--- src/rtl/nd_link_arb2_pkg.sv ---
// nd_link_arb2_pkg: shared definitions for the two-input message link arbiter.
//   - default message field widths (address, data, redundancy)
//   - FSM state encodings, kept as plain 2-bit constants
//   - NS_ON / NS_OFF level constants
//   - debug view of the arbiter's internal state
//   - NS_RED_CALC: redundancy formula as a macro, so senders build the red
//     field with the same expression the arbiter may check against
// Optional feature macro used by the arbiter: NS_ARB_RED_CHECK_EN.

`ifndef NS_RED_CALC
// Redundancy of a message: (dst + dat) mod 2^W, operands zero-extended.
`define NS_RED_CALC(W, A, B) (W'(A) + W'(B))
`endif

package nd_link_arb2_pkg;

  localparam int NS_ADDRESS_SIZE = 4;
  localparam int NS_DATA_SIZE    = 8;
  localparam int NS_REDUN_SIZE   = 4;

  localparam logic NS_ON  = 1'b1;
  localparam logic NS_OFF = 1'b0;

  localparam logic [1:0] ST_IDLE    = 2'd0;
  localparam logic [1:0] ST_SND     = 2'd1;
  localparam logic [1:0] ST_SND_REL = 2'd2;
  localparam logic [1:0] ST_RCV_ACK = 2'd3;

  // Snapshot of the arbiter core: FSM state, fairness pointer, current grant.
  typedef struct packed {
    logic [1:0] state;
    logic       prio;
    logic       gnt;
  } arb_dbg_t;

endpackage

--- src/rtl/nd_link_arb2_if.sv ---
// nd_link_if: one four-phase message link.
//   req : sender -> receiver, level request, fields stable while high
//   ack : receiver -> sender
//   dst / dat / red : message destination, data and redundancy
// Handshake: sender raises req with fields stable; receiver raises ack;
// sender drops req; receiver drops ack; sender raises no new req until it
// has seen ack low.
// Modports: master = the sending side, slave = the receiving side.

interface nd_link_if
  import nd_link_arb2_pkg::*;
#(
  parameter int ASZ = NS_ADDRESS_SIZE,
  parameter int DSZ = NS_DATA_SIZE,
  parameter int RSZ = NS_REDUN_SIZE
);
  logic           req;
  logic           ack;
  logic [ASZ-1:0] dst;
  logic [DSZ-1:0] dat;
  logic [RSZ-1:0] red;

  modport master (output req, output dst, output dat, output red, input ack);
  modport slave  (input req, input dst, input dat, input red, output ack);
endinterface

--- src/rtl/nd_link_arb2_pick.sv ---
// nd_rr_pick2: combinational two-way round-robin pick.
//   req0, req1 : pending requests
//   prio       : input that wins when both request
//   gnt_valid  : at least one request pending
//   gnt_id     : index of the chosen input (meaningful when gnt_valid)

module nd_rr_pick2 (
  input  logic req0,
  input  logic req1,
  input  logic prio,
  output logic gnt_valid,
  output logic gnt_id
);

  assign gnt_valid = req0 | req1;
  // A lone request wins outright; a tie goes to the fairness pointer.
  assign gnt_id    = (req0 & req1) ? prio : req1;

endmodule

--- src/rtl/nd_link_arb2.sv ---
// nd_link_arb2: two-input, one-output round-robin arbiter for message links.
// The winning message is latched, replayed on snd0 with a four-phase
// handshake, and only after the output side has fully released is the
// handshake completed back to the winner. The losing input is left pending.
//
// Ports:
//   i_clk  : clock, all logic on posedge
//   reset  : synchronous, active-high
//   rcv0   : input link 0 (slave side)
//   rcv1   : input link 1 (slave side)
//   snd0   : output link (master side), fields hold their last latched value
//   ready  : high while idle with no transfer in flight
//   dbg    : FSM state, fairness pointer and current grant
//   err    : (NS_ARB_RED_CHECK_EN only) sticky, set after the first message
//            whose red field does not match NS_RED_CALC(dst, dat)
//
// Optional feature macro: NS_ARB_RED_CHECK_EN. When defined, a granted
// message with bad redundancy is dropped (no snd0 request) and its sender
// is released straight away.

module nd_link_arb2
  import nd_link_arb2_pkg::*;
#(
  parameter int ASZ = NS_ADDRESS_SIZE,
  parameter int DSZ = NS_DATA_SIZE,
  parameter int RSZ = NS_REDUN_SIZE
)(
  input  logic      i_clk,
  input  logic      reset,
  nd_link_if.slave  rcv0,
  nd_link_if.slave  rcv1,
  nd_link_if.master snd0,
  output logic      ready,
  output arb_dbg_t  dbg
`ifdef NS_ARB_RED_CHECK_EN
  ,
  output logic      err
`endif
);

  logic [1:0]     state;
  logic           prio;
  logic           gnt;
  logic           snd_req;
  logic           ack0;
  logic           ack1;
  logic           ready_q;
  logic [ASZ-1:0] dst_q;
  logic [DSZ-1:0] dat_q;
  logic [RSZ-1:0] red_q;

  logic           pick_valid;
  logic           pick_id;
  logic [ASZ-1:0] sel_dst;
  logic [DSZ-1:0] sel_dat;
  logic [RSZ-1:0] sel_red;
  logic           gnt_req;
  logic           fwd_ok;

  nd_rr_pick2 u_pick (
    .req0      (rcv0.req),
    .req1      (rcv1.req),
    .prio      (prio),
    .gnt_valid (pick_valid),
    .gnt_id    (pick_id)
  );

  // Fields of the input about to be granted.
  always_comb begin
    sel_dst = rcv0.dst;
    sel_dat = rcv0.dat;
    sel_red = rcv0.red;
    if (pick_id) begin
      sel_dst = rcv1.dst;
      sel_dat = rcv1.dat;
      sel_red = rcv1.red;
    end
  end

  // Request level of the input currently holding the grant.
  assign gnt_req = gnt ? rcv1.req : rcv0.req;

`ifdef NS_ARB_RED_CHECK_EN
  logic [RSZ-1:0] red_chk;
  logic           err_q;

  assign red_chk = `NS_RED_CALC(RSZ, sel_dst, sel_dat);
  assign fwd_ok  = (red_chk == sel_red);
  assign err     = err_q;
`else
  assign fwd_ok  = NS_ON;
`endif

  always_ff @(posedge i_clk) begin
    if (reset) begin
      state   <= ST_IDLE;
      prio    <= 1'b0;
      gnt     <= 1'b0;
      snd_req <= 1'b0;
      ack0    <= 1'b0;
      ack1    <= 1'b0;
      ready_q <= 1'b1;
      dst_q   <= '0;
      dat_q   <= '0;
      red_q   <= '0;
`ifdef NS_ARB_RED_CHECK_EN
      err_q   <= 1'b0;
`endif
    end else begin
      case (state)
        ST_IDLE: begin
          // snd0.ack is deliberately not looked at here: an ack with no
          // request outstanding is a peer fault and must not move the FSM.
          if (pick_valid) begin
            gnt     <= pick_id;
            ready_q <= 1'b0;
            if (fwd_ok) begin
              dst_q   <= sel_dst;
              dat_q   <= sel_dat;
              red_q   <= sel_red;
              snd_req <= 1'b1;
              state   <= ST_SND;
            end else begin
              // Dropped message: skip the output side entirely and release
              // the sender; the output fields keep the last good message.
              ack0  <= ~pick_id;
              ack1  <= pick_id;
              state <= ST_RCV_ACK;
`ifdef NS_ARB_RED_CHECK_EN
              err_q <= 1'b1;
`endif
            end
          end
        end
        ST_SND: begin
          if (snd0.ack) begin
            snd_req <= 1'b0;
            state   <= ST_SND_REL;
          end
        end
        ST_SND_REL: begin
          // The winner is only acked once the output link is fully idle.
          if (!snd0.ack) begin
            ack0  <= ~gnt;
            ack1  <= gnt;
            state <= ST_RCV_ACK;
          end
        end
        ST_RCV_ACK: begin
          if (!gnt_req) begin
            ack0    <= 1'b0;
            ack1    <= 1'b0;
            prio    <= ~gnt;
            ready_q <= 1'b1;
            state   <= ST_IDLE;
          end
        end
        default: state <= ST_IDLE;
      endcase
    end
  end

  assign rcv0.ack  = ack0;
  assign rcv1.ack  = ack1;
  assign snd0.req  = snd_req;
  assign snd0.dst  = dst_q;
  assign snd0.dat  = dat_q;
  assign snd0.red  = red_q;
  assign ready     = ready_q;

  assign dbg.state = state;
  assign dbg.prio  = prio;
  assign dbg.gnt   = gnt;

endmodule

--- src/flat_wrapper.sv ---
// flat-port wrapper written by rule: the top's interface ports become plain ports
module nd_link_arb2_flat import nd_link_arb2_pkg::*;
#(
  parameter int ASZ = NS_ADDRESS_SIZE,
  parameter int DSZ = NS_DATA_SIZE,
  parameter int RSZ = NS_REDUN_SIZE
)
  (i_clk, reset, ready, dbg, rcv0_req, rcv0_dst, rcv0_dat, rcv0_red, rcv0_ack, rcv1_req, rcv1_dst, rcv1_dat, rcv1_red, rcv1_ack, snd0_req, snd0_dst, snd0_dat, snd0_red, snd0_ack);
  nd_link_if #(.ASZ(ASZ), .DSZ(DSZ), .RSZ(RSZ)) rcv0_i ();
  nd_link_if #(.ASZ(ASZ), .DSZ(DSZ), .RSZ(RSZ)) rcv1_i ();
  nd_link_if #(.ASZ(ASZ), .DSZ(DSZ), .RSZ(RSZ)) snd0_i ();
  input  logic i_clk;
  input  logic reset;
  output logic ready;
  output arb_dbg_t dbg;
  input wire logic [$bits(rcv0_i.req)-1:0] rcv0_req;
  input wire logic [$bits(rcv0_i.dst)-1:0] rcv0_dst;
  input wire logic [$bits(rcv0_i.dat)-1:0] rcv0_dat;
  input wire logic [$bits(rcv0_i.red)-1:0] rcv0_red;
  output wire logic [$bits(rcv0_i.ack)-1:0] rcv0_ack;
  input wire logic [$bits(rcv1_i.req)-1:0] rcv1_req;
  input wire logic [$bits(rcv1_i.dst)-1:0] rcv1_dst;
  input wire logic [$bits(rcv1_i.dat)-1:0] rcv1_dat;
  input wire logic [$bits(rcv1_i.red)-1:0] rcv1_red;
  output wire logic [$bits(rcv1_i.ack)-1:0] rcv1_ack;
  output wire logic [$bits(snd0_i.req)-1:0] snd0_req;
  output wire logic [$bits(snd0_i.dst)-1:0] snd0_dst;
  output wire logic [$bits(snd0_i.dat)-1:0] snd0_dat;
  output wire logic [$bits(snd0_i.red)-1:0] snd0_red;
  input wire logic [$bits(snd0_i.ack)-1:0] snd0_ack;
  assign rcv0_i.req = rcv0_req;
  assign rcv0_i.dst = rcv0_dst;
  assign rcv0_i.dat = rcv0_dat;
  assign rcv0_i.red = rcv0_red;
  assign rcv0_ack = rcv0_i.ack;
  assign rcv1_i.req = rcv1_req;
  assign rcv1_i.dst = rcv1_dst;
  assign rcv1_i.dat = rcv1_dat;
  assign rcv1_i.red = rcv1_red;
  assign rcv1_ack = rcv1_i.ack;
  assign snd0_req = snd0_i.req;
  assign snd0_dst = snd0_i.dst;
  assign snd0_dat = snd0_i.dat;
  assign snd0_red = snd0_i.red;
  assign snd0_i.ack = snd0_ack;
  nd_link_arb2 #(.ASZ(ASZ), .DSZ(DSZ), .RSZ(RSZ)) u_core (.i_clk(i_clk), .reset(reset), .rcv0(rcv0_i), .rcv1(rcv1_i), .snd0(snd0_i), .ready(ready), .dbg(dbg));
endmodule
--- config.mk ---
export PLATFORM = sky130hd
export DESIGN_NAME = nd_link_arb2_flat
export DESIGN_NICKNAME = d
export VERILOG_FILES = /design/src/rtl/nd_link_arb2_pkg.sv /design/src/rtl/nd_link_arb2_if.sv /design/src/rtl/nd_link_arb2_pick.sv /design/src/rtl/nd_link_arb2.sv /design/src/flat_wrapper.sv
export SDC_FILE = /design/constraint.sdc
export NUM_CORES = 1
export LEC_CHECK = 0
export ABC_CLOCK_PERIOD_IN_PS = 2050
export CAP_MARGIN = 15
export CORE_ASPECT_RATIO = 1.5
export CORE_MARGIN = 1.5
export CORE_UTILIZATION = 35
export DETAILED_ROUTE_END_ITERATION = 12
export PLACE_DENSITY = 0.71
export SLEW_MARGIN = 20
export SYNTH_ARGS = -nofsm -noshare
export SYNTH_HDL_FRONTEND = slang
export SYNTH_SLANG_ARGS = --single-unit
--- constraint.sdc ---
create_clock -name i_clk -period 2.05 [get_ports i_clk]
set_input_delay 0.3075 -clock i_clk [delete_from_list [all_inputs] [get_ports i_clk]]
set_output_delay 0.3075 -clock i_clk [all_outputs]
set_load 0.01 [all_outputs]
### Yosys cells after proc, flatten, opt, wreduce, memory -nomap -nowiden

Index checks and enable logic that the tools add are counted.

| storage, ports and cells | value |
|---|---|
| register bits | 24 |
| bits of input ports | 37 |
| output and inout bits | 24 |
| logic and storage cells | 52 |

| cells by class | value |
|---|---|
| equality and inequality tests | 7 |
| mux-type cells | 21 |
| bitwise logic cells | 4 |
| reductions and logical operators | 10 |

Operators by type and width:

| kind | number |
|---|---|
| 2-to-1 mux 1 bit | 9 |
| AND reduction 3 bit | 3 |
| 2-to-1 mux 2 bit | 4 |
| 2-to-1 mux 4 bit | 2 |
| 2-to-1 mux 8 bit | 1 |
| case mux 1 bit (2 select lines) | 4 |
| case mux 2 bit (4 select lines) | 1 |
| != test 2 bit, second input constant | 3 |
| nonzero test 2 bit | 3 |
| == test 2 bit, second input constant | 2 |
| AND reduction 2 bit | 2 |
| AND reduction 4 bit | 1 |
| == test 2 x 1 -> 1 bit, second input constant | 1 |
| logical NOT 2 bit | 1 |
| != test 2 x 1 -> 1 bit, second input constant | 1 |
| NOT 1 bit | 2 |
| bitwise AND 1 bit | 1 |
| bitwise OR 1 bit | 1 |

### Longest topological paths before layout

Gate-level depths: netlist of the first run.

| logic depth | value |
|---|---|
| word-level depth | 3 |
| mapped depth | 6 |
| gate-level depth less buffers | 6 |

### Cells and area by module

Synthesis of the first run repeated with hierarchy kept, for this count alone.

| unflattened totals | value |
|---|---|
| cells, all modules | 132 |
| area, all modules | 1211.2 um^2 |

Modules (own cells, without submodules):

| module | instances | cells each | area each (um^2) | seq. area each (um^2) |
|---|---|---|---|---|
| nd_link_arb2 | 1 | 129 | 1193.6 | 480.5 |
| nd_rr_pick2 | 1 | 3 | 17.5 | 0.0 |

### Least setup slack after synthesis of the first run

Ideal clock, no wire load.

| timing | value |
|---|---|
| path kind | reg2reg |
| start point | reg u_core.state[1] |
| end point | reg u_core.state[1] |
| arrival time | 1.526 ns |
| data required time | 1.991 ns |
| slack | 0.464 ns |
| cell stages (with the launch flop) | 7 |
| clock period less this slack | 1.586 ns |
| path through | dfxtp_1 inv_1 ha_1 or3b_4 a21boi_4 a211oi_2 a41o_1 |

| between the ends | value |
|---|---|
| longest elaborated chain between the ends | 3 |

Ends and longest elaborated chain:

| element | line | source |
|---|---|---|
| from (decl) | nd_link_arb2.sv:41 | `logic [1:0] state;` |
| from (signal assigned) | nd_link_arb2.sv:96 | `state <= ST_IDLE;` |
| from (signal assigned) | nd_link_arb2.sv:122 | `state <= ST_SND;` |
| from (signal assigned) | nd_link_arb2.sv:128 | `state <= ST_RCV_ACK;` |
| == test 2 bit, or another cell as far along | nd_link_arb2.sv:110 | `case (state)` |
| != test 2 bit (no source line) or != test 2 x 1 -> 1 bit (tied branches) | -- |  |
| AND reduction 4 bit (no source line) | -- |  |

Parallel ways exist; a longest one is shown, timed or not.
A chain may end at the register's enable or synchronous reset.

### Final worst setup path of the first run

| timing | value |
|---|---|
| start point | reg u_core.state[0] |
| end point | reg u_core.ack1 (netlist: u_core.rcv1.ack) |

| between the ends | value |
|---|---|
| longest elaborated chain between the ends | 3 |

Ends and longest elaborated chain:

| element | line | source |
|---|---|---|
| == test 2 bit | nd_link_arb2.sv:110 |  |
| != test 2 bit (no source line) or nonzero test 2 bit (tied branches) | -- |  |
| AND reduction 3 bit (no source line) | -- |  |
| to (signal assigned) | nd_link_arb2.sv:127 | `ack1 <= pick_id;` |
| to (signal assigned) | nd_link_arb2.sv:145 | `ack1 <= gnt;` |
| to (decl) | nd_link_arb2.sv:46 | `logic ack1;` |

Parallel ways exist; a longest one is shown, timed or not.

==> results of run 1 <==
cell type report:
type	instances	share of cell area [%]
multi-input cells	92	35.0
repair buffers	64	34.0
flip-flops and latches	24	24.9
well taps	42	2.73
clock buffers	3	2.14
inverters	6	1.17
worst min-delay path: cells and delay by family (launching register included):
| family | cells | cell delay, ns |
|---|---|---|
| DFF | 1 | 0.33 |
| and+or+nand+nor | 1 | 0.06 |
| AOI/OAI and AO/OA | 1 | 0.05 |
sequential cells by signal, indices dropped and copies added, names as in the netlist:
name             count
u_core.snd0.dat      8
u_core.rcv0.ack      1
u_core.rcv1.ack      1
u_core.ready         1
u_core.gnt           1
u_core.snd0.req      1
u_core.prio          1
u_core.snd0.red      4
u_core.snd0.dst      4
u_core.state         2
final timing paths:
check                                                  start                            to  slack, ns  cells past startpoint
worst max-delay path            u_core.state[0]$_SDFFE_PP0P_  u_core.rcv1.ack$_SDFFE_PP0P_       0.34                      5
worst min-delay path            u_core.snd0.req$_SDFFE_PP0P_  u_core.snd0.req$_SDFFE_PP0P_       0.48                      2
worst max register to register  u_core.state[0]$_SDFFE_PP0P_  u_core.rcv1.ack$_SDFFE_PP0P_       0.34                      5
worst min register to register  u_core.snd0.req$_SDFFE_PP0P_  u_core.snd0.req$_SDFFE_PP0P_       0.48                      2
per-layer routing:
metal / GRT usage (%) / share of wire, % / vias to the layer above
met5: 0 / 0 / -
met1: 19.3 / 41 / 527
li1: - / - / 582
met2: 29.0 / 51 / 46
met4: 4.47 / 0.58 / 0
met3: 5.10 / 7.8 / 2
power groups by stage:
stage	Combinational, uW	Clock, uW	Sequential (uW)
after global placement	1060	0	731
final	1100	265	730
after detailed placement	1100	0	740
after global routing	1200	300	753
after CTS	1110	275	732
after floorplan	532	0	792
per-stage QoR:
step,std cells,utilization [%],worst slack [ns]
after global routing,231,56.4,0.220
after floorplan,132,-,0.464
final,231,56.4,0.343
after CTS,231,56.4,0.323
after global placement,228,55.2,0.237
after detailed placement,228,55.2,0.145
cell usage in the layout, fill, tap and decap left out:
cell / count
a211oi_2: 1
a211oi_4: 1
a21boi_4: 1
a21oi_1: 22
a21oi_4: 1
a2bb2oi_1: 1
a311oi_1: 1
a41o_1: 1
and2_1: 1
buf_12: 2
buf_4: 2
clkbuf_8: 3
clkdlybuf4s50_1: 60
dfxtp_1: 24
ha_1: 5
inv_1: 5
inv_2: 1
mux2_4: 1
mux2i_1: 18
nand2_1: 5
nand3_1: 1
nor2_1: 6
nor2b_1: 2
o211ai_1: 2
o21a_1: 1
o21ai_0: 18
o21ai_4: 1
o21bai_1: 1
or3b_4: 1
logic make-up (layout without fill, tap and decap cells):
logic type / Yosys count / count (layout) / share of synthesized area, %
adders and majority gates: 5 / 5 / 5.03
and+or+nand+nor: 16 / 16 / 6.14
AOI/OAI and AO/OA: 52 / 52 / 27.5
DFF: 24 / 24 / 38.6
muxes: 19 / 19 / 15.7
buffers and inverters: 16 / 73 / 7.04
==> reports/metrics.csv, run 1 <==
metric,value,unit
min_path_type,register to register,
timing.critical_path.cells,ha_1 -> nor2_1 -> a211oi_4 -> mux2i_1 -> nor2_1,
finalNetCount,233,
worst_slew_pin_tran,0.437,ns
synth.most_common_cell,dfxtp_1,
timing.max_cap.violations,0,
syn_area_per_cell,9.42,um^2
cp_data_required_time,2.20,ns
die_width,51.7,um
rsz0062_at_grt,no,
final.fill_count,316,
worstPathArrival,1.85,ns
multiInputGateArea,676,um^2
cts_hold_buffers,0,
routed_via_density,5.01,
fin_worst_skew,0.00195,ns
path_class,register to register,
finalSetupTns,0,ns
final_layout_size_suffix_gt1_share,7.94,%
detailedRoute.firstIterationViolations,27,
drt_wl_total,3090,um
netlist_top_cells_count,"24 x dfxtp_1, 22 x a21oi_1, 18 x mux2i_1, 18 x o21ai_0, 6 x nor2_1",
power.share.switching,35.4,%
post-synth-top-area-cell,dfxtp_1,
numPortBuffers,60,
cp_top_family,adder cells,
cts.path.max_buffers,2,
comb_power_share,52.4,%
synthesized_net_count,174,
grt_use_total,16.7,%
seq_area_frac_synth,38.6,%
grt_antenna_before_repair,0,
slowest_delay,0.46,ns
final_max_slew_viol_count,0,
drt_pass1_iterations,4,
clockRootBuffer,clkbuf_8,
number_of_warnings_reported_in_the_yosys_synthesis_log,0,
fin_worst_hold_slack,0.485,ns
power.net_switching,741,uW
grt_max_degree,34,
critPathMaxFanout,9,
floorplan.io_pins,61,
areaGrowthSynthToFinish,55.0,%
final_area,0.00193,mm^2
syn-cell-area,0.00124,mm^2
clk_transition_reported_paths,0.08,ns
placement_rows,26,
place.gp.congestion,0.727,
fmaxAchievable,586,MHz
timing.max_slew.rel_slack,70.9,%
overflow,0,
start_util,36.4,%
remaining_drc_errors,0,
place.detailed.hpwl,2420,um
post_synth_main_area_contributors,"dfxtp_1 39%, mux2i_1 14%, a21oi_1 8.9%, o21ai_0 7.2%, ha_1 5.0%",
via_count,1157,
tritoncts,done,
final_min_period_over_clock_period,83.3,%
tritoncts_num_sinks,24,
period_minus_slack,1.71,ns
register_area,480,um^2
worst_skew_pair.late_latency,0.25,ns
antenna_left,0,
cellInternalPower,1350,uW
ir_worst_vdd,0.000586,V
crit_path_end_kind,register,
dieArea,0.00393,mm^2
post-cts-setup-buffers,0,
power.total,2090,uW
core_area,0.00342,mm^2
avgRoutedWirePerCell,13.4,um
synth-main-ff-cell,dfxtp_1,
seq_power_share,34.9,%
dpl_cell_area,0.00189,mm^2
start_kind,register,
number_of_buffers_created_by_cts,3,
synth_cell_types,30,
grt_first_pass_wirelength,5250,um
worst_path_slowest_cell,ha_1,
cts_resized,0,
cellPowerDensity,1080,mW/mm^2
synthCells,132,
synth-edff-count,0,
status,"finished, final reports clean",
hold_viol,0,
power.static_leakage,0.000810,uW
antennaDiodeCount,0,
clkPwrFrac,12.7,%
die_height,76.0,um
critical_path_buf_inv_count,0,
flip_flop_and_latch_count_after_synthesis,24,
synth_largest_type_area_fraction,38.6,%
finalSetupViolations,0,
async_reset_ff_share,0,%
htree_levels,1,
grt_pass1_vias,1192,
cpMostUsedCell,nor2_1,
No activity file was read; power rests on OpenSTA's default activity.
==> inputs of run 2 (changes only) <==
- ABC_CLOCK_PERIOD_IN_PS: 2050 -> 1400
- PLACE_DENSITY: 0.71 -> 0.74
- clock period: 2.05 -> 1.4 ns (I/O delays scaled with it)
==> reports/metrics.csv, run 2 (synthesized netlist as in run 1, its figures left out) <==
metric,value,unit,change
status,"complete, but fails checks",,
failed_checks,negative setup slack,,
grt_use_total,16.9,%,+0.18 points
comb_power_share,54.4,%,+2.0 points
tritoncts,done,,
via_count,1224,,+5.8%
min_path_cells,5,,+3
placed_cells_incl_taps,239,,+4.8%
finalNetCount,247,,+6.0%
cellPowerDensity,1600,mW/mm^2,+48%
worstPathArrival,1.66,ns,-0.19 ns
critPathMaxFanout,4,,-5
grt_antenna_before_repair,0,,unchanged
cp_top_family,compound AO/OA/AOI/OAI gates,,
cellInternalPower,2240,uW,+66%
clk_transition_reported_paths,0.08,ns,about the same
final_max_slew_viol_count,0,,unchanged
final.setup.worst_slack,-0.0592,ns,-0.402 ns
rsz0062_at_grt,yes,,
finalSetupTns,-0.105,ns,-0.105 ns
seq_power_share,32.2,%,-2.7 points
power.share.switching,34.9,%,-0.52 points
place.gp.congestion,0.756,,+4.1%
placement_rows,26,,unchanged
largest_reg_flops,8,,unchanged
path_class,register to register,,
finalCoreUtilization,62.9,%,+6.4 points
final_layout_size_suffix_gt1_share,21.1,%,+13 points
timing.critical_path.cells,inv_4 -> ha_4 -> or3b_4 -> a21boi_4 -> a211oi_2 -> a41o_1,,
place.detailed.hpwl,2570,um,+6.0%
dieArea,0.00393,mm^2,unchanged
worst_path_slowest_cell,dfxtp_4,,
die_width,51.7,um,unchanged
worst_skew_pair.late_latency,0.26,ns,about the same
grt_pass1_vias,1191,,-0.084%
cts.path.max_buffers,2,,unchanged
tritoncts_num_sinks,24,,unchanged
grt_max_degree,26,,-24%
routed_via_density,4.98,,-0.66%
cp_data_required_time,1.60,ns,-0.60 ns
period_minus_slack,1.46,ns,-0.248 ns
hold_viol,0,,unchanged
mostFrequentLayoutCells,"44 x clkdlybuf4s50_1, 21 x a21oi_1, 21 x dfxtp_1",,
slowest_delay,0.38,ns,-0.08 ns
drt_pass1_iterations,4,,unchanged
fin_worst_skew,0.00224,ns,+0.000294 ns
clkPwrFrac,13.4,%,+0.7 points
finalSetupViolations,2,,+2
fmaxAchievable,685,MHz,+17%
numPortBuffers,60,,unchanged
mostFrequentLayoutCell,clkdlybuf4s50_1,,
timing.reg2reg.worst_path_depth,6,,+1
finish.cell_count_without_fillers,246,,+6.5%
antenna_left,0,,unchanged
critical_path_buf_inv_count,1,,+1
timing.max_cap.violations,0,,unchanged
drt_wl_total,3330,um,+7.5%
start_util,36.4,%,unchanged
number_of_buffers_created_by_cts,3,,unchanged
final_min_period_over_clock_period,104,%,+21 points
start_kind,register,,
power.net_switching,1200,uW,+62%
antennaDiodeCount,0,,unchanged
avgRoutedWirePerCell,13.5,um,+0.91%
clockRootBuffer,clkbuf_8,,
grt_first_pass_wirelength,5220,um,-0.65%
core_area,0.00342,mm^2,unchanged
remaining_drc_errors,0,,unchanged
min_path_type,primary input to register,,
power.static_leakage,0.00107,uW,+32%
ir_worst_vdd,0.00105,V,+80%
worst_slew_pin_tran,0.442,ns,+0.00561 ns
crit_path_end_kind,register,,
timing.max_slew.rel_slack,70.5,%,-0.41 points
crit_cells,6,,+1
areaGrowthSynthToFinish,72.6,%,
floorplan.io_pins,61,,unchanged
die_height,76.0,um,unchanged
htree_levels,1,,unchanged
overflow,0,,unchanged
detailedRoute.firstIterationViolations,21,,-22%
[run 2: changes by cell type in the layout (fill, tap and decap cells not counted), moves of 2 or more]
cell,delta
dlymetal6s2s_1,+12
ha_1,-3
dlygate4sd2_1,+4
buf_4,+13
inv_4,+2
ha_4,+3
dfxtp_4,+2
clkdlybuf4s50_1,-16
inv_1,-2
dfxtp_1,-3
[run 2: power by group through the flow]
| stage | logic [uW] | clock network (uW) | registers (uW) |
|---|---|---|---|
| after floorplan | 819 | 0 | 1180 |
| after global placement | 1740 | 0 | 1090 |
| after detailed placement | 1800 | 0 | 1100 |
| after CTS | 1820 | 481 | 1090 |
| after global routing | 2050 | 515 | 1140 |
| final | 1870 | 461 | 1110 |
[run 2: layout make-up]
class	instances	area, um^2
multi-input cells	92	733
well taps	42	52.6
inverters	6	27.5
repair buffers	78	790
clock buffers	4	55.1
fillers	304	1270
flip-flops and latches	24	489
[run 2: per-stage QoR]
stage	instance area, um^2	hold slack, ns	worst slack [ns]	power (uW)
final	2150	0.477	-0.0592	3440
after CTS	2060	0.500	-0.0481	3390
after global routing	2150	0.501	-0.109	3700
after detailed placement	1990	0.487	-0.347	2890
after floorplan	1270	0.392	-0.0160	2000
after global placement	1990	0.470	-0.273	2820
[run 2: metal layers]
metal  track usage [%]  up-vias  share of wire [%]
li1                  -      611                  -
met5                 0        -                  0
met4              4.21        0               0.51
met1              18.0      557                 38
met3              5.29        4                7.6
met2              30.9       52                 54
[run 2: path summary, 6_finish.rpt]
check | startpoint | end | slack (ns)
worst max-delay path | u_core.state[0]$_SDFFE_PP0P_ | u_core.state[1]$_SDFFE_PP0P_ | -0.06
worst min-delay path | rcv0_req | u_core.snd0.req$_SDFFE_PP0P_ | 0.48
worst max register to register | u_core.state[0]$_SDFFE_PP0P_ | u_core.state[1]$_SDFFE_PP0P_ | -0.06
worst min register to register | u_core.snd0.req$_SDFFE_PP0P_ | u_core.snd0.req$_SDFFE_PP0P_ | 0.49
[run 2: what timing repair did]
action                                  in CTS  in global routing
pin swaps                                    3                  4
gates resized for setup                      8                 20
endpoints found under the setup margin       8                 32
buffers inserted                             1                  2
hold buffers                                 0                  0
[run 2: worst register-to-register path, stage by stage (launching register included)]
cell and delay (ns):
dfxtp_4 0.38, inv_4 0.08, ha_4 0.13, or3b_4 0.37
a21boi_4 0.16, a211oi_2 0.17, a41o_1 0.11
